<file path="src/rtl/dmem_arbiter_pkg.sv">
// Shared configuration for the data-RAM arbiter: widths, store-size codes,
// response owner tags and a saturating counter helper.
package dmem_arbiter_pkg;

  localparam int XLEN = 32;

  localparam logic [2:0] NO_STORE = 3'b000;
  localparam logic [2:0] STORE_B  = 3'b001;
  localparam logic [2:0] STORE_H  = 3'b010;
  localparam logic [2:0] STORE_W  = 3'b011;

  localparam logic OWN_CPU = 1'b0;
  localparam logic OWN_DMA = 1'b1;

  function automatic logic [3:0] sat_inc(input logic [3:0] cnt, input logic [3:0] lim);
    if (cnt >= lim) begin
      return lim;
    end else begin
      return cnt + 4'd1;
    end
  endfunction

endpackage

</file>
<file path="src/rtl/dmem_rsp_pipe.sv">
// Tracks the single load in flight and steers the RAM read word to the
// requester that issued it; the other requester always sees zero.
module dmem_rsp_pipe #(
  parameter int XLEN = 32
) (
  input  logic            clk,
  input  logic            rst_n,
  input  logic            i_issue_load,
  input  logic            i_issue_owner,
  input  logic [XLEN-1:0] i_ram_rdata,
  output logic            o_cpu_rvalid,
  output logic [XLEN-1:0] o_cpu_rdata,
  output logic            o_dma_rvalid,
  output logic [XLEN-1:0] o_dma_rdata
);
  import dmem_arbiter_pkg::*;

  logic r_rsp_valid;
  logic r_rsp_owner;
  logic w_live;

  // Owner is only overwritten by a real grant, so a dropped request cannot retag it.
  always_ff @(posedge clk) begin
    if (!rst_n) begin
      r_rsp_valid <= 1'b0;
      r_rsp_owner <= OWN_CPU;
    end else begin
      r_rsp_valid <= i_issue_load;
      r_rsp_owner <= i_issue_load ? i_issue_owner : r_rsp_owner;
    end
  end

  // A response registered just before reset is killed while reset is held.
  always_comb begin
    w_live       = r_rsp_valid & rst_n;
    o_cpu_rvalid = w_live & (r_rsp_owner == OWN_CPU);
    o_dma_rvalid = w_live & (r_rsp_owner == OWN_DMA);
    o_cpu_rdata  = o_cpu_rvalid ? i_ram_rdata : '0;
    o_dma_rdata  = o_dma_rvalid ? i_ram_rdata : '0;
  end

endmodule

</file>
<file path="src/rtl/dmem_arbiter.sv">
// Single-port data-RAM arbiter between the CPU memory stage and a DMA/debug
// port, with anti-starvation for DMA and locked DMA bursts.
module dmem_arbiter #(
  parameter int XLEN       = dmem_arbiter_pkg::XLEN,
  parameter int STARVE_MAX = 4
) (
  input  logic            clk,
  input  logic            rst_n,
  input  logic            cpu_req,
  input  logic            cpu_we,
  input  logic [2:0]      cpu_size,
  input  logic [XLEN-1:0] cpu_addr,
  input  logic [XLEN-1:0] cpu_wdata,
  output logic            cpu_gnt,
  output logic            cpu_stall,
  output logic            cpu_rvalid,
  output logic [XLEN-1:0] cpu_rdata,
  input  logic            dma_req,
  input  logic            dma_we,
  input  logic [2:0]      dma_size,
  input  logic [XLEN-1:0] dma_addr,
  input  logic [XLEN-1:0] dma_wdata,
  input  logic            dma_lock,
  output logic            dma_gnt,
  output logic            dma_rvalid,
  output logic [XLEN-1:0] dma_rdata,
  output logic            ram_en,
  output logic            ram_we,
  output logic [2:0]      ram_size,
  output logic [XLEN-1:0] ram_addr,
  output logic [XLEN-1:0] ram_wdata,
  input  logic [XLEN-1:0] ram_rdata
);
  import dmem_arbiter_pkg::*;

  typedef enum logic [1:0] {
    ST_IDLE       = 2'd0,
    ST_CPU_PRI    = 2'd1,
    ST_DMA_LOCKED = 2'd2
  } state_e;

  localparam logic [3:0] STARVE_LIM = 4'(STARVE_MAX);

  state_e     r_state;
  logic [3:0] r_starve_cnt;
  logic       w_cpu_gnt;
  logic       w_dma_gnt;
  logic       w_issue_load;
  logic       w_issue_owner;

  // Grant decision; nothing is granted while reset is held.
  always_comb begin
    w_cpu_gnt = 1'b0;
    w_dma_gnt = 1'b0;
    if (!rst_n) begin
      w_cpu_gnt = 1'b0;
      w_dma_gnt = 1'b0;
    end else if (r_state == ST_DMA_LOCKED) begin
      w_dma_gnt = dma_req;
    end else if (cpu_req && dma_req) begin
      if (r_starve_cnt == STARVE_LIM) begin
        w_dma_gnt = 1'b1;
      end else begin
        w_cpu_gnt = 1'b1;
      end
    end else begin
      w_cpu_gnt = cpu_req;
      w_dma_gnt = dma_req;
    end
  end

  // Drive the RAM port from the winner; idle port reads as all zeros.
  always_comb begin
    ram_we    = 1'b0;
    ram_size  = 3'b000;
    ram_addr  = '0;
    ram_wdata = '0;
    if (w_cpu_gnt) begin
      ram_we    = cpu_we;
      ram_size  = cpu_size;
      ram_addr  = cpu_addr;
      ram_wdata = cpu_wdata;
    end else if (w_dma_gnt) begin
      ram_we    = dma_we;
      ram_size  = dma_size;
      ram_addr  = dma_addr;
      ram_wdata = dma_wdata;
    end else begin
      ram_we    = 1'b0;
      ram_size  = 3'b000;
      ram_addr  = '0;
      ram_wdata = '0;
    end
  end

  assign cpu_gnt       = w_cpu_gnt;
  assign dma_gnt       = w_dma_gnt;
  assign ram_en        = w_cpu_gnt | w_dma_gnt;
  assign cpu_stall     = cpu_req & ~w_cpu_gnt;
  assign w_issue_load  = (w_cpu_gnt & ~cpu_we) | (w_dma_gnt & ~dma_we);
  assign w_issue_owner = w_dma_gnt ? OWN_DMA : OWN_CPU;

  // Ownership FSM and DMA starvation counter.
  always_ff @(posedge clk) begin
    if (!rst_n) begin
      r_state      <= ST_IDLE;
      r_starve_cnt <= 4'd0;
    end else begin
      if (!dma_req || w_dma_gnt) begin
        r_starve_cnt <= 4'd0;
      end else if (w_cpu_gnt) begin
        r_starve_cnt <= sat_inc(r_starve_cnt, STARVE_LIM);
      end else begin
        r_starve_cnt <= r_starve_cnt;
      end

      if (w_dma_gnt && dma_lock) begin
        r_state <= ST_DMA_LOCKED;
      end else begin
        case (r_state)
          ST_DMA_LOCKED: begin
            if (!dma_lock || !dma_req) begin
              r_state <= ST_IDLE;
            end else begin
              r_state <= r_state;
            end
          end
          ST_IDLE, ST_CPU_PRI: begin
            if (w_cpu_gnt && dma_req) begin
              r_state <= ST_CPU_PRI;
            end else if (!cpu_req && !dma_req) begin
              r_state <= ST_IDLE;
            end else begin
              r_state <= r_state;
            end
          end
          default: r_state <= ST_IDLE;
        endcase
      end
    end
  end

  dmem_rsp_pipe #(
    .XLEN(XLEN)
  ) u_rsp_pipe (
    .clk          (clk),
    .rst_n        (rst_n),
    .i_issue_load (w_issue_load),
    .i_issue_owner(w_issue_owner),
    .i_ram_rdata  (ram_rdata),
    .o_cpu_rvalid (cpu_rvalid),
    .o_cpu_rdata  (cpu_rdata),
    .o_dma_rvalid (dma_rvalid),
    .o_dma_rdata  (dma_rdata)
  );

endmodule

</file>
<file path="config.mk">
export PLATFORM = sky130hd
export DESIGN_NAME = dmem_arbiter
export DESIGN_NICKNAME = d
export VERILOG_FILES = /design/src/rtl/dmem_arbiter_pkg.sv /design/src/rtl/dmem_rsp_pipe.sv /design/src/rtl/dmem_arbiter.sv
export SDC_FILE = /design/constraint.sdc
export NUM_CORES = 1
export LEC_CHECK = 0
export ABC_AREA = 1
export CORE_AREA = 2 2 121 123
export DETAILED_ROUTE_END_ITERATION = 8
export DIE_AREA = 0 0 123 125
export GPL_TIMING_DRIVEN = 0
export PLACE_DENSITY_LB_ADDON = 0.3
export SLEW_MARGIN = 20
export SYNTH_ARGS = -nofsm -noshare
export SYNTH_HDL_FRONTEND = slang
export SYNTH_SLANG_ARGS = --single-unit
</file>
<file path="constraint.sdc">
create_clock -name clk -period 2.26 [get_ports clk]
set_input_delay 0.452 -clock clk [delete_from_list [all_inputs] [get_ports clk]]
set_output_delay 0.452 -clock clk [all_outputs]
set_load 0.005 [all_outputs]
</file>
# Yosys cells after proc, flatten, opt, wreduce, memory -nomap -nowiden

Index checks and enable logic that the tools add are counted.

Eq/ne operators: 7
Add/sub/neg operators: 1
Reductions and logical operators: 15
Bitwise gates (word level): 13
$lt $le $gt $ge: 1
Muxes and demuxes: 25

Operators with widths:

| kind                                                                  | count |
|---|---|
| 32-bit two-way mux                                                    | 6 |
| 1-bit two-way mux                                                     | 11 |
| 2-bit two-way mux                                                     | 4 |
| 1-bit bitwise AND                                                     | 6 |
| 3-bit two-way mux                                                     | 2 |
| 2-bit OR reduction                                                    | 3 |
| 1-bit NOT                                                             | 5 |
| 4-bit by 1-bit adder with 4-bit output, second input constant         | 1 |
| 4-bit by 3-bit == test with 1-bit output, second input constant       | 1 |
| 4-bit by 3-bit >= comparator with 1-bit output, second input constant | 1 |
| 1-bit logical AND                                                     | 4 |
| 4-bit two-way mux                                                     | 1 |
| 4-bit != test, second input constant                                  | 1 |
| 2-bit case mux with 2 select lines                                    | 1 |
| 2-bit AND reduction                                                   | 2 |
| 1-bit logical NOT                                                     | 3 |
| 3-bit by 1-bit != test with 1-bit output, second input constant       | 1 |
| 3-bit != test, second input constant                                  | 1 |
| 2-bit by 1-bit == test with 1-bit output, second input constant       | 1 |
| 2-bit == test, second input constant                                  | 1 |
| 2-bit logical NOT                                                     | 1 |
| 1-bit logical OR                                                      | 2 |
| 2-bit by 1-bit != test with 1-bit output, second input constant       | 1 |
| 1-bit OR                                                              | 2 |

Bits in registers: 8
Logic and storage cells: 67
Output and inout bits: 138
Input bits: 173

# Longest topological paths before layout

Gate-level depths: netlist of the first run.

Word-level depth: 9
Gate-level depth with buffers: 10
Gate-level depth less buffers: 9

# Modules after synthesis

From an unflattened synthesis of the first run, not the netlist that was laid out.

Cell total of the unflattened synthesis: 395
Area total of the unflattened synthesis: 2073.2 um2

By module, submodules not included:

| module        | sequential area each (um2) | cells each | area an instance (um2) | times used |
|---|---|---|---|---|
| dmem_arbiter  | 120.1                      | 279        | 1532.7                 | 1 |
| dmem_rsp_pipe | 40.0                       | 116        | 540.5                  | 1 |

# Worst setup path after synthesis of the first run

Ideal clock, no wire load.

Path type: flip-flop to output port
Start: reg r_starve_cnt[0]
End: out ram_addr[14]
Arrival: 1.226 ns
Path slack: 0.582 ns
Stages on the path, launching flop included: 11
Cell sequence: dfxtp_1 inv_1 ha_1 nand3_1 nand3_2 nand2_2 inv_2 buf_6 buf_6 nand2_2 nand2_1

Longest elaborated chain between the ends: 7

RTL lines:

| item                                       | line                | RTL |
|---|---|---|
| start: declaration                         | dmem_arbiter.sv:45  | `logic [3:0] r_starve_cnt;` |
| start signal: assignment                   | dmem_arbiter.sv:112 | `r_starve_cnt <= sat_inc(r_starve_cnt, STARVE_LIM);` |
| start signal: assignment                   | dmem_arbiter.sv:114 | `r_starve_cnt <= r_starve_cnt;` |
| 4-bit by 3-bit == test with 1-bit output * | dmem_arbiter.sv:61  | `if (r_starve_cnt == STARVE_LIM) begin` |
| 1-bit two-way mux                          | dmem_arbiter.sv:61  |  |
| 1-bit two-way mux                          | dmem_arbiter.sv:60  | `end else if (cpu_req && dma_req) begin` |
| 1-bit two-way mux                          | dmem_arbiter.sv:58  | `end else if (r_state == ST_DMA_LOCKED) begin` |
| 1-bit two-way mux                          | dmem_arbiter.sv:55  | `if (!rst_n) begin` |
| 32-bit two-way mux                         | dmem_arbiter.sv:83  | `end else if (w_dma_gnt) begin` |
| 32-bit two-way mux *                       | dmem_arbiter.sv:78  | `if (w_cpu_gnt) begin` |
| end: declaration                           | dmem_arbiter.sv:30  | `output logic [XLEN-1:0] ram_addr,` |

Every way passes the cells marked *; elsewhere a longest branch is shown, timed or not.

# Worst setup path in the final report of the first run

Start: reg r_starve_cnt[0]
End: out ram_addr[21]

The elaborated chain is that of the path after synthesis.

==> qor.csv, run 1 <==
stage;metric;value;unit
global_routing;track_usage;13.8;%
setup_path;cp_data_arrival_time;1770;ps
drt;finalWirelength;11.7;mm
clock_tree;numCtsBuffers;3;
layout;n_antenna_cell;0;
timing;clock_skew;0.146;ps
layout;fin_nets;918;
clock_tree;postCtsHoldBufs;0;
global_routing;grt_pass1_vias;3238;
placement;io_buffers;310;
placement;pre_cts_slack;-711;ps
drt;drtPass1Iterations;4;
power;leakagePower;0.00366;uW
layout;syn_to_final_growth;229;%
timing;finalCritPeriodShare;98.5;%
setup_path;path_cells;inv_2 -> ha_4 -> nand4_1 -> nand2_2 -> inv_4 -> bufbuf_16 -> clkbuf_16 -> nand2_1 -> nand2_1 -> buf_2;
yosys;synth_area_leaders;nand2_1, nor2_1, inv_1, dfxtp_1, buf_6;
floorplan;die_w;123;um
yosys;yosys.area.top_type_share;44.5;%
yosys;synth.avg_cell_area;4.51;sq um
yosys;syn_area;1750;sq um
yosys;ys_seq_area_share;9.17;%
timing;setup_viol;0;
timing;grt_setup_unrepaired;true;
yosys;ys.warnings.count;0;
setup_path;worstPathMaxFanout;6;
floorplan;die_height;125;um
drt;wl_per_cell;12.6;um
yosys;syn_nets;562;
min_path;hold_class;input pin to flop;
power;power_density;221;nW/um^2
floorplan;fp-row-count;44;
floorplan;fp.coreArea;14200;sq um
clock_tree;clk_latency;230;ps
drt;vias;3472;
clock_tree;cts_root_buf;clkbuf_16;
global_routing;grt_max_degree;11;
clock_tree;clk_path_buf_depth;2;
setup_path;worstPathRequired;1810;ps
layout;drive_above_1_share;21.2;%
setup_path;worstSetupPathType;flop to output pin;
clock_tree;cts_tree;done;
setup_path;r2r_setup_slack;70;ps
drt;drc;0;
clock_tree;cts.sinks;8;
placement;place_area;5080;sq um
timing;drv_slew;0;
setup_path;path_common_cell;nand2_1;
status;status;completed;
drt;ant_nets;0;
yosys;synth_seq_cells;8;
run;drv_cap;0;
placement;globalplace.congestion;0.762;
drt;vias_per_cell;3.75;
setup_path;end_kind;output pin;
timing;min_period;2230;ps
global_routing;antenna_found_initial;0;
power;p_total;1270;uW
global_routing;globalRouteOverflowTotal;0;
drt;first_iter_violations;47;
timing;hold_violations;0;
power;ir_drop;0.171;mV
clock_tree;htree_levels;1;
setup_path;cpPeakStageDelay;310;ps
floorplan;start_util;12.3;%
floorplan;dieArea;15400;sq um
yosys;post-synth-top-area-cell;nand2_1;
yosys;yosysUniqueCellTypes;19;
yosys;syn-instance-count;387;
clock_tree;clk_pin_slew;40;ps
timing;fin_tns_setup;0;ps
layout;final_area;5750;sq um
timing;fin_ws;33.2;ps
setup_path;cp-start-kind;flop;
placement;dp_hpwl;9.55;mm
setup_path;crit_slowest_cell;dfxtp_2;
timing;fmax;449;MHz
global_routing;grt_pass1_wl;16.6;mm
floorplan;ioPinCount;311;
## cells in the mapped netlist
cell,number
nand2_1,207
nor2_1,69
inv_1,47
nand2_2,11
buf_6,9
dfxtp_1,8
buf_2,6
clkbuf_1,6
inv_2,6
nand3_1,4
o21ai_0,3
ha_1,2
nand4_1,2
nor3_2,2
a21oi_2,1
conb_1,1
nand3_2,1
nand3b_1,1
or2_2,1
## layout make-up
type | count | area, sq um
Inverter | 53 | 214
Fill cell | 1514 | 8460
Tap cell | 184 | 230
Clock buffer | 3 | 75.1
Buffer | 21 | 292
Timing Repair Buffer | 351 | 3440
Sequential cell | 8 | 164
Multi-Input combinational cell | 305 | 1330
## final timing paths
kind / from / to / cells past startpoint
max: r_starve_cnt[0] / ram_addr[21] / 10
min: rst_n / u_rsp_pipe.r_rsp_owner / 5
max reg2reg: r_starve_cnt[0] / u_rsp_pipe.r_rsp_owner / 17
min reg2reg: r_state[1] / r_state[0] / 3
## repair_timing
action,CTS,global route
pin swaps,6,16
endpoints found under the setup margin,138,116
setup buffers,32,7
gates cloned,2,3
resized for setup,187,142
## metal layers
metal  global-route usage (%)  up-vias  part of all wire [%]
met5                        0        -                     0
met4                     1.94        0                  0.85
met3                     3.70        8                    11
met2                     27.3      190                    52
met1                     14.4     1459                    36
li1                         -     1815                     -
## registers in the layout (all words and copies together), names as in the netlist
register,flops
u_rsp_pipe.r_rsp_valid,1
r_starve_cnt,4
r_state,2
u_rsp_pipe.r_rsp_owner,1
## logic make-up after synthesis
family	count (synthesis)	share of synthesized area, %
adders and majority gates	2	1.43
other	1	0.215
and+or+nand+nor	298	67.6
AOI/OAI and AO/OA	4	1.36
DFF	8	9.17
buffers and inverters	74	20.2
## worst max-delay path: cells and delay by family, from the launching register on
family        cells  cell delay [ps]
flops             1              310
simple gates      4              420
fa+ha+maj         1              140
buf+inv           5              680
## cells in the final DEF, fill, tap and decap left out, types with 2 or more instances in the layout
master / instances
nand2_2: 26
buf_8: 10
nor2_1: 66
buf_12: 4
inv_2: 6
clkbuf_16: 6
nand2_1: 191
dfxtp_2: 3
clkdlybuf4s15_2: 2
inv_1: 45
o21ai_0: 3
nor2_2: 2
dlymetal6s2s_1: 43
buf_2: 13
nor3_4: 2
buf_6: 21
clkdlybuf4s50_1: 194
nand3_1: 3
nand4_1: 2
dfxtp_1: 5
clkdlybuf4s15_1: 8
buf_4: 24
clkbuf_2: 27
dlygate4sd2_1: 21
## where the power goes
| group | internal, uW | switching [uW] |
|---|---|---|
| sequential | 149 | 3.89 |
| combinational | 527 | 295 |
| clock | 228 | 67.5 |
| total | 904 | 367 |
## through the flow
stage	std cells	utilization, %	hold slack (ps)
2_1_floorplan	387	-	501
3_3_place_gp	881	35.8	530
3_5_place_dp	881	35.8	541
4_1_cts	918	39.2	565
5_1_grt	925	40.5	580
6_report	925	40.5	560
No activity file was read; power rests on OpenSTA's default activity.
==> run 2, diff against run 1 <==
--- a/config.mk
+++ b/config.mk
@@ -6,6 +6,7 @@
 export NUM_CORES = 1
 export LEC_CHECK = 0
 export ABC_AREA = 1
+export ABC_CLOCK_PERIOD_IN_PS = 2260
 export CORE_AREA = 2 2 121 123
 export DETAILED_ROUTE_END_ITERATION = 8
 export DIE_AREA = 0 0 123 125
==> results of run 2 <==
Same layout as run 1: the final DEF is identical, and so are final timing and power.
